--- src/rtl/hash_tx_serializer_if.sv ---
// hash_tx_serializer_if: parallel hash capture plus byte-wide valid/ready transmit bundle.
interface hash_tx_if #(
    parameter int HASH_W = 326
);
    logic [HASH_W-1:0] hash;
    logic              hash_valid;
    logic              busy;
    logic [7:0]        tx_data;
    logic              tx_valid;
    logic              tx_ready;
    logic              tx_last;
    logic              done;
    logic              overrun;

    modport master (
        output hash, hash_valid, tx_ready,
        input  busy, tx_data, tx_valid, tx_last, done, overrun
    );

    modport slave (
        input  hash, hash_valid, tx_ready,
        output busy, tx_data, tx_valid, tx_last, done, overrun
    );
endinterface

--- src/rtl/hash_tx_serializer.sv ---
// hash_tx_serializer: captures the bcrypt result and streams it MSB byte first over valid/ready.
// Define HASH_TX_CKSUM_EN to append an XOR checksum byte to each frame.
module hash_tx_serializer #(
    parameter int HASH_W = 326,
    parameter int NBYTES = 41
) (
    input  logic     clk,
    input  logic     rst,
    hash_tx_if.slave bus_io
);
    localparam int CW = $clog2(NBYTES + 1);
    localparam int FW = 8 * NBYTES;

    typedef enum logic [1:0] {
        IDLE,
        SEND
`ifdef HASH_TX_CKSUM_EN
        , CKSUM
`endif
    } state_t;

    state_t         state_q, state_d;
    logic [FW-1:0]  sr_q, sr_d;
    logic [CW-1:0]  cnt_q, cnt_d;
    logic           done_q, done_d;
    logic           ovr_q, ovr_d;
    logic           busy_w, xfer_w, last_data_w;
    logic [7:0]     cur_w;
`ifdef HASH_TX_CKSUM_EN
    logic [7:0]     acc_q, acc_d;
`endif

    assign busy_w      = state_q != IDLE;
    assign xfer_w      = busy_w && bus_io.tx_ready;
    assign cur_w       = sr_q[FW-1 -: 8];
    assign last_data_w = cnt_q == CW'(NBYTES - 1);

    always_ff @(posedge clk or posedge rst) begin
        if (rst) begin
            state_q <= IDLE;
            sr_q    <= '0;
            cnt_q   <= '0;
            done_q  <= 1'b0;
            ovr_q   <= 1'b0;
`ifdef HASH_TX_CKSUM_EN
            acc_q   <= '0;
`endif
        end else begin
            state_q <= state_d;
            sr_q    <= sr_d;
            cnt_q   <= cnt_d;
            done_q  <= done_d;
            ovr_q   <= ovr_d;
`ifdef HASH_TX_CKSUM_EN
            acc_q   <= acc_d;
`endif
        end
    end

    // The final data transfer still counts as busy, so a coincident capture is an overrun.
    always_comb begin
        state_d = state_q;
        sr_d    = sr_q;
        cnt_d   = cnt_q;
        done_d  = 1'b0;
        ovr_d   = ovr_q | (bus_io.hash_valid & busy_w);
`ifdef HASH_TX_CKSUM_EN
        acc_d   = acc_q;
`endif
        if (state_q == IDLE && bus_io.hash_valid) begin
            sr_d    = FW'(bus_io.hash);
            cnt_d   = '0;
            state_d = SEND;
`ifdef HASH_TX_CKSUM_EN
            acc_d   = '0;
`endif
        end else if (state_q == SEND && xfer_w) begin
            sr_d  = sr_q << 8;
            cnt_d = cnt_q + CW'(1);
`ifdef HASH_TX_CKSUM_EN
            acc_d = acc_q ^ cur_w;
            if (last_data_w) state_d = CKSUM;
`else
            if (last_data_w) begin
                state_d = IDLE;
                done_d  = 1'b1;
            end
`endif
        end
`ifdef HASH_TX_CKSUM_EN
        else if (state_q == CKSUM && xfer_w) begin
            state_d = IDLE;
            done_d  = 1'b1;
        end
`endif
    end

    assign bus_io.busy     = busy_w;
    assign bus_io.tx_valid = busy_w;
    assign bus_io.done     = done_q;
    assign bus_io.overrun  = ovr_q;
`ifdef HASH_TX_CKSUM_EN
    assign bus_io.tx_data  = (state_q == CKSUM) ? acc_q : cur_w;
    assign bus_io.tx_last  = state_q == CKSUM;
`else
    assign bus_io.tx_data  = cur_w;
    assign bus_io.tx_last  = state_q == SEND && last_data_w;
`endif
endmodule
--- src/flat_wrapper.sv ---
// flat-port wrapper written by rule: the top's interface ports become plain ports
module hash_tx_serializer_flat 
#(
    parameter int HASH_W = 326,
    parameter int NBYTES = 41
)
  (clk, rst, bus_io_hash, bus_io_hash_valid, bus_io_tx_ready, bus_io_busy, bus_io_tx_data, bus_io_tx_valid, bus_io_tx_last, bus_io_done, bus_io_overrun);
  hash_tx_if #(.HASH_W(HASH_W)) bus_io_i ();
  input  logic clk;
  input  logic rst;
  input wire logic [$bits(bus_io_i.hash)-1:0] bus_io_hash;
  input wire logic [$bits(bus_io_i.hash_valid)-1:0] bus_io_hash_valid;
  input wire logic [$bits(bus_io_i.tx_ready)-1:0] bus_io_tx_ready;
  output wire logic [$bits(bus_io_i.busy)-1:0] bus_io_busy;
  output wire logic [$bits(bus_io_i.tx_data)-1:0] bus_io_tx_data;
  output wire logic [$bits(bus_io_i.tx_valid)-1:0] bus_io_tx_valid;
  output wire logic [$bits(bus_io_i.tx_last)-1:0] bus_io_tx_last;
  output wire logic [$bits(bus_io_i.done)-1:0] bus_io_done;
  output wire logic [$bits(bus_io_i.overrun)-1:0] bus_io_overrun;
  assign bus_io_i.hash = bus_io_hash;
  assign bus_io_i.hash_valid = bus_io_hash_valid;
  assign bus_io_i.tx_ready = bus_io_tx_ready;
  assign bus_io_busy = bus_io_i.busy;
  assign bus_io_tx_data = bus_io_i.tx_data;
  assign bus_io_tx_valid = bus_io_i.tx_valid;
  assign bus_io_tx_last = bus_io_i.tx_last;
  assign bus_io_done = bus_io_i.done;
  assign bus_io_overrun = bus_io_i.overrun;
  hash_tx_serializer #(.HASH_W(HASH_W), .NBYTES(NBYTES)) u_core (.clk(clk), .rst(rst), .bus_io(bus_io_i));
endmodule
--- config.mk ---
export PLATFORM = sky130hd
export DESIGN_NAME = hash_tx_serializer_flat
export DESIGN_NICKNAME = d
export VERILOG_FILES = /design/src/rtl/hash_tx_serializer_if.sv /design/src/rtl/hash_tx_serializer.sv /design/src/flat_wrapper.sv
export SDC_FILE = /design/constraint.sdc
export NUM_CORES = 1
export LEC_CHECK = 0
export BUFFER_PORTS_ARGS = -buffer_cell sky130_fd_sc_hd__buf_2
export CORE_MARGIN = 4
export CORE_UTILIZATION = 55
export CTS_CLUSTER_SIZE = 25
export DETAILED_ROUTE_END_ITERATION = 12
export GPL_ROUTABILITY_DRIVEN = 0
export MAX_ROUTING_LAYER = met4
export PLACE_DENSITY = 0.91
export SLEW_MARGIN = 25
export SYNTH_ARGS = -nofsm -noshare
export SYNTH_HDL_FRONTEND = slang
export SYNTH_SLANG_ARGS = --single-unit
--- constraint.sdc ---
create_clock -name clk -period 17.6 [get_ports clk]
set_clock_uncertainty 0.05 [all_clocks]
set_input_delay 0.88 -clock clk [delete_from_list [all_inputs] [get_ports clk]]
set_output_delay 0.88 -clock clk [all_outputs]
set_load 0.005 [all_outputs]
==> results.cfg <==
[status]
status = complete, no violations

[floorplan]
pin_count = 343
die_w_um = 178
fp-row-count = 62
start_util_pct = 55.7
die_area_mm2 = 0.0318
die_h_um = 178
core_area_mm2 = 0.0286

[grt]
grt_max_degree = 225
track_usage_pct = 26.7
grt_pass1_vias = 13400
grt_pass1_wl_um = 67200
met2_usage_pct = 41.1
globalRouteMet1Util_pct = 36.0
grt_antenna_before_repair = 13
overflow = 0
met3_usage_pct = 4.03
busiest_layer = met2

[route]
wl_per_cell_um = 17.4
postRouteWirelength_um = 42600
first_pass_iters = 7
drt_iter0_drc = 1485
antenna_left = 0
vias = 13900
drc = 0
via_per_inst = 5.64

[hold_path]
whs_path_depth = 1
min_path_type = flop to flop

[clocking]
cts_buffer_depth = 3
htree_levels = 2
post-cts-setup-buffers = 0
cts_tree = done
cts_made_buffers = 37
post_cts_resized = 0
clk_latency_ns = 0.51
clk_pin_slew_ns = 0.06
hold_buffers = 0
clockRootBuffer = clkbuf_16
cts_sinks = 337

[timing]
rsz0062_at_grt = no
slew-limit-headroom_pct = 29.9
hold_viol_final = 0
tightestPinTransition_ns = 1.05
max_freq_mhz = 277
tns_ns = 0
final.min_clock_period_ns = 3.61
post-route-period-util_pct = 20.5
slew_viol_final = 0
setup_viol = 0

[power_and_ir_drop]
power_switching_w = 0.000514
power.share.clock_pct = 40.3
power-per-cell-area_mw_per_mm2 = 107
leakagePower_nw = 8.77
p_seq_share_pct = 47.7
power_w = 0.00199
max-vdd-ir-drop_mv = 0.0670
cell_internal_pwr_w = 0.00148
combPwrFrac_pct = 12.0
swShare_pct = 25.8

[yosys]
synth_fp_nets = 2121
synth_xor_xnor_area_share_pct = 0
ys.warnings.count = 0
synthCells = 1789
synthDistinctLibCells = 25
netlist_area_mm2 = 0.0159
synth_compound_area_share_pct = 17.7
ys_seq_area_share_pct = 52.9
yosys-mux-area-fraction_pct = 0.314
yosys.area_share.simple_pct = 22.7
yosys_register_bits = 337
synth_adder_area_share_pct = 0.157
syn_avg_cell_area_um2 = 8.91
synth_top_family_by_area = simple AND/OR/NAND/NOR gates

[setup_path]
cp.required_ns = 17.98
r2r_cells = 5
start_kind = flop
cp_cell_sequence = and2_4 -> buf_6 -> buf_4 -> nand2_1 -> a31oi_2
crit_arrival_ns = 3.99
worstSetupPathType = flop to flop
endpoint_kind = flop
cpMaxStageDelayCell = and2_4
crit_fanout = 110
crit_path_max_incr_delay_ns = 0.90

[finish]
area_growth_pct = 17.1
fillCellCount = 2184
utilization_pct = 65.2
nets = 2365
drive_gt1_share_pct = 25.8

[placement]
place_hpwl_um = 27400
port_buffers = 342

[job]
drv_cap = 0
[sequential cells by signal (all words and copies together) (netlist names)]
register and flops:
u_core.bus_io.done 1, u_core.state_q 1, u_core.bus_io.overrun 1, u_core.sr_q 328, u_core.cnt_q 6
[power by group through the flow]
stage               Combinational, W  Sequential [W]  Clock (W)
finish                      0.000239        0.000949   0.000803
global route                0.000270        0.000959   0.000846
CTS                         0.000240        0.000947   0.000812
detailed placement          0.000236        0.000957          0
global placement            0.000227        0.000955          0
floorplan                   0.000168        0.000937          0
[metal layers]
metal / wire length, µm / vias up
met2: 20300 / 645
met5: 0 / -
met1: 17500 / 6625
met3: 3210 / 123
li1: - / 6464
met4: 1670 / 0
[cells in the final DEF, fill, tap and decap left out, types with 2 or more instances in the layout]
cell	instances
a31oi_1	192
mux2i_1	4
clkbuf_1	9
a22oi_1	16
a21oi_1	2
nand4_1	3
inv_1	3
buf_2	342
bufinv_16	5
a31oi_2	110
diode_2	13
nor2_1	303
buf_6	2
ha_1	2
buf_4	10
dfrtp_1	337
nand2_1	641
buf_16	2
clkbuf_8	2
a22o_1	11
clkinv_2	9
clkbuf_16	39
[kinds of logic after synthesis]
| group | count (synthesis) |
|---|---|
| compound gates | 333 |
| flops | 337 |
| simple gates | 955 |
| fa+ha+maj | 2 |
| buf+inv | 157 |
| mux | 5 |
[per-stage QoR]
step | setup WS (ns) | cell area (µm²) | cells | hold slack (ns)
finish | 13.99 | 18700 | 2457 | 0.416
global route | 13.79 | 18700 | 2457 | 0.423
CTS | 13.74 | 18600 | 2441 | 0.412
detailed placement | 13.46 | 17300 | 2375 | 0.394
global placement | 13.59 | 17300 | 2375 | 0.387
floorplan | 7.33 | 15900 | 1789 | 0.395
[cell type report]
class | instances | area, µm² | share of cell area, %
clock inverter | 16 | 211 | 1.13
inverter | 4 | 22.5 | 0.121
tap | 384 | 480 | 2.57
timing repair buffer | 358 | 1900 | 10.2
multi-input combinational | 1295 | 6550 | 35.1
sequential | 337 | 8430 | 45.2
antenna | 13 | 32.5 | 0.174
clock buffer | 50 | 1040 | 5.56
[synth_stat cells]
cell type,count,area share [%]
nand2_1,641,15
dfrtp_1,337,53
nor2_1,303,7.1
a31oi_1,192,7.5
a31oi_2,110,8.6
buf_2,71,2.2
buf_6,31,2.2
clkbuf_1,29,0.68
buf_4,22,1.0
a22oi_1,16,0.75
a22o_1,11,0.60
mux2i_1,5,0.31
inv_1,4,0.094
nand4_1,3,0.12
a21oi_1,2,0.063
and2_1,2,0.079
ha_1,2,0.16
a21o_1,1,0.047
and3_1,1,0.039
nand2_2,1,0.039
nand2b_1,1,0.039
nand4b_1,1,0.055
nor2b_1,1,0.039
nor3b_1,1,0.047
o21ai_0,1,0.031
[final timing paths]
kind	startpoint	to	slack [ns]
max	u_core.state_q[0]$_DFFE_PP0P_	u_core.sr_q[308]$_DFFE_PP0P_	13.99
min	u_core.bus_io.overrun$_DFF_PP0_	u_core.bus_io.overrun$_DFF_PP0_	0.42
max reg2reg	u_core.state_q[0]$_DFFE_PP0P_	u_core.sr_q[308]$_DFFE_PP0P_	13.99
min reg2reg	u_core.bus_io.overrun$_DFF_PP0_	u_core.bus_io.overrun$_DFF_PP0_	0.42
max in group asynchronous	rst	u_core.sr_q[90]$_DFFE_PP0P_	14.89
min in group asynchronous	rst	u_core.bus_io.done$_DFF_PP0_	0.47
[worst max-delay path, delay by kind of cell (launching register included)]
family | cells | cell delay, ns
AND/OR/NAND/NOR | 2 | 1.10
AO/OA/AOI/OAI | 1 | 0.23
flip-flops | 1 | 0.69
buffers and inverters | 2 | 1.34
Power figures use the tool's default switching activity.
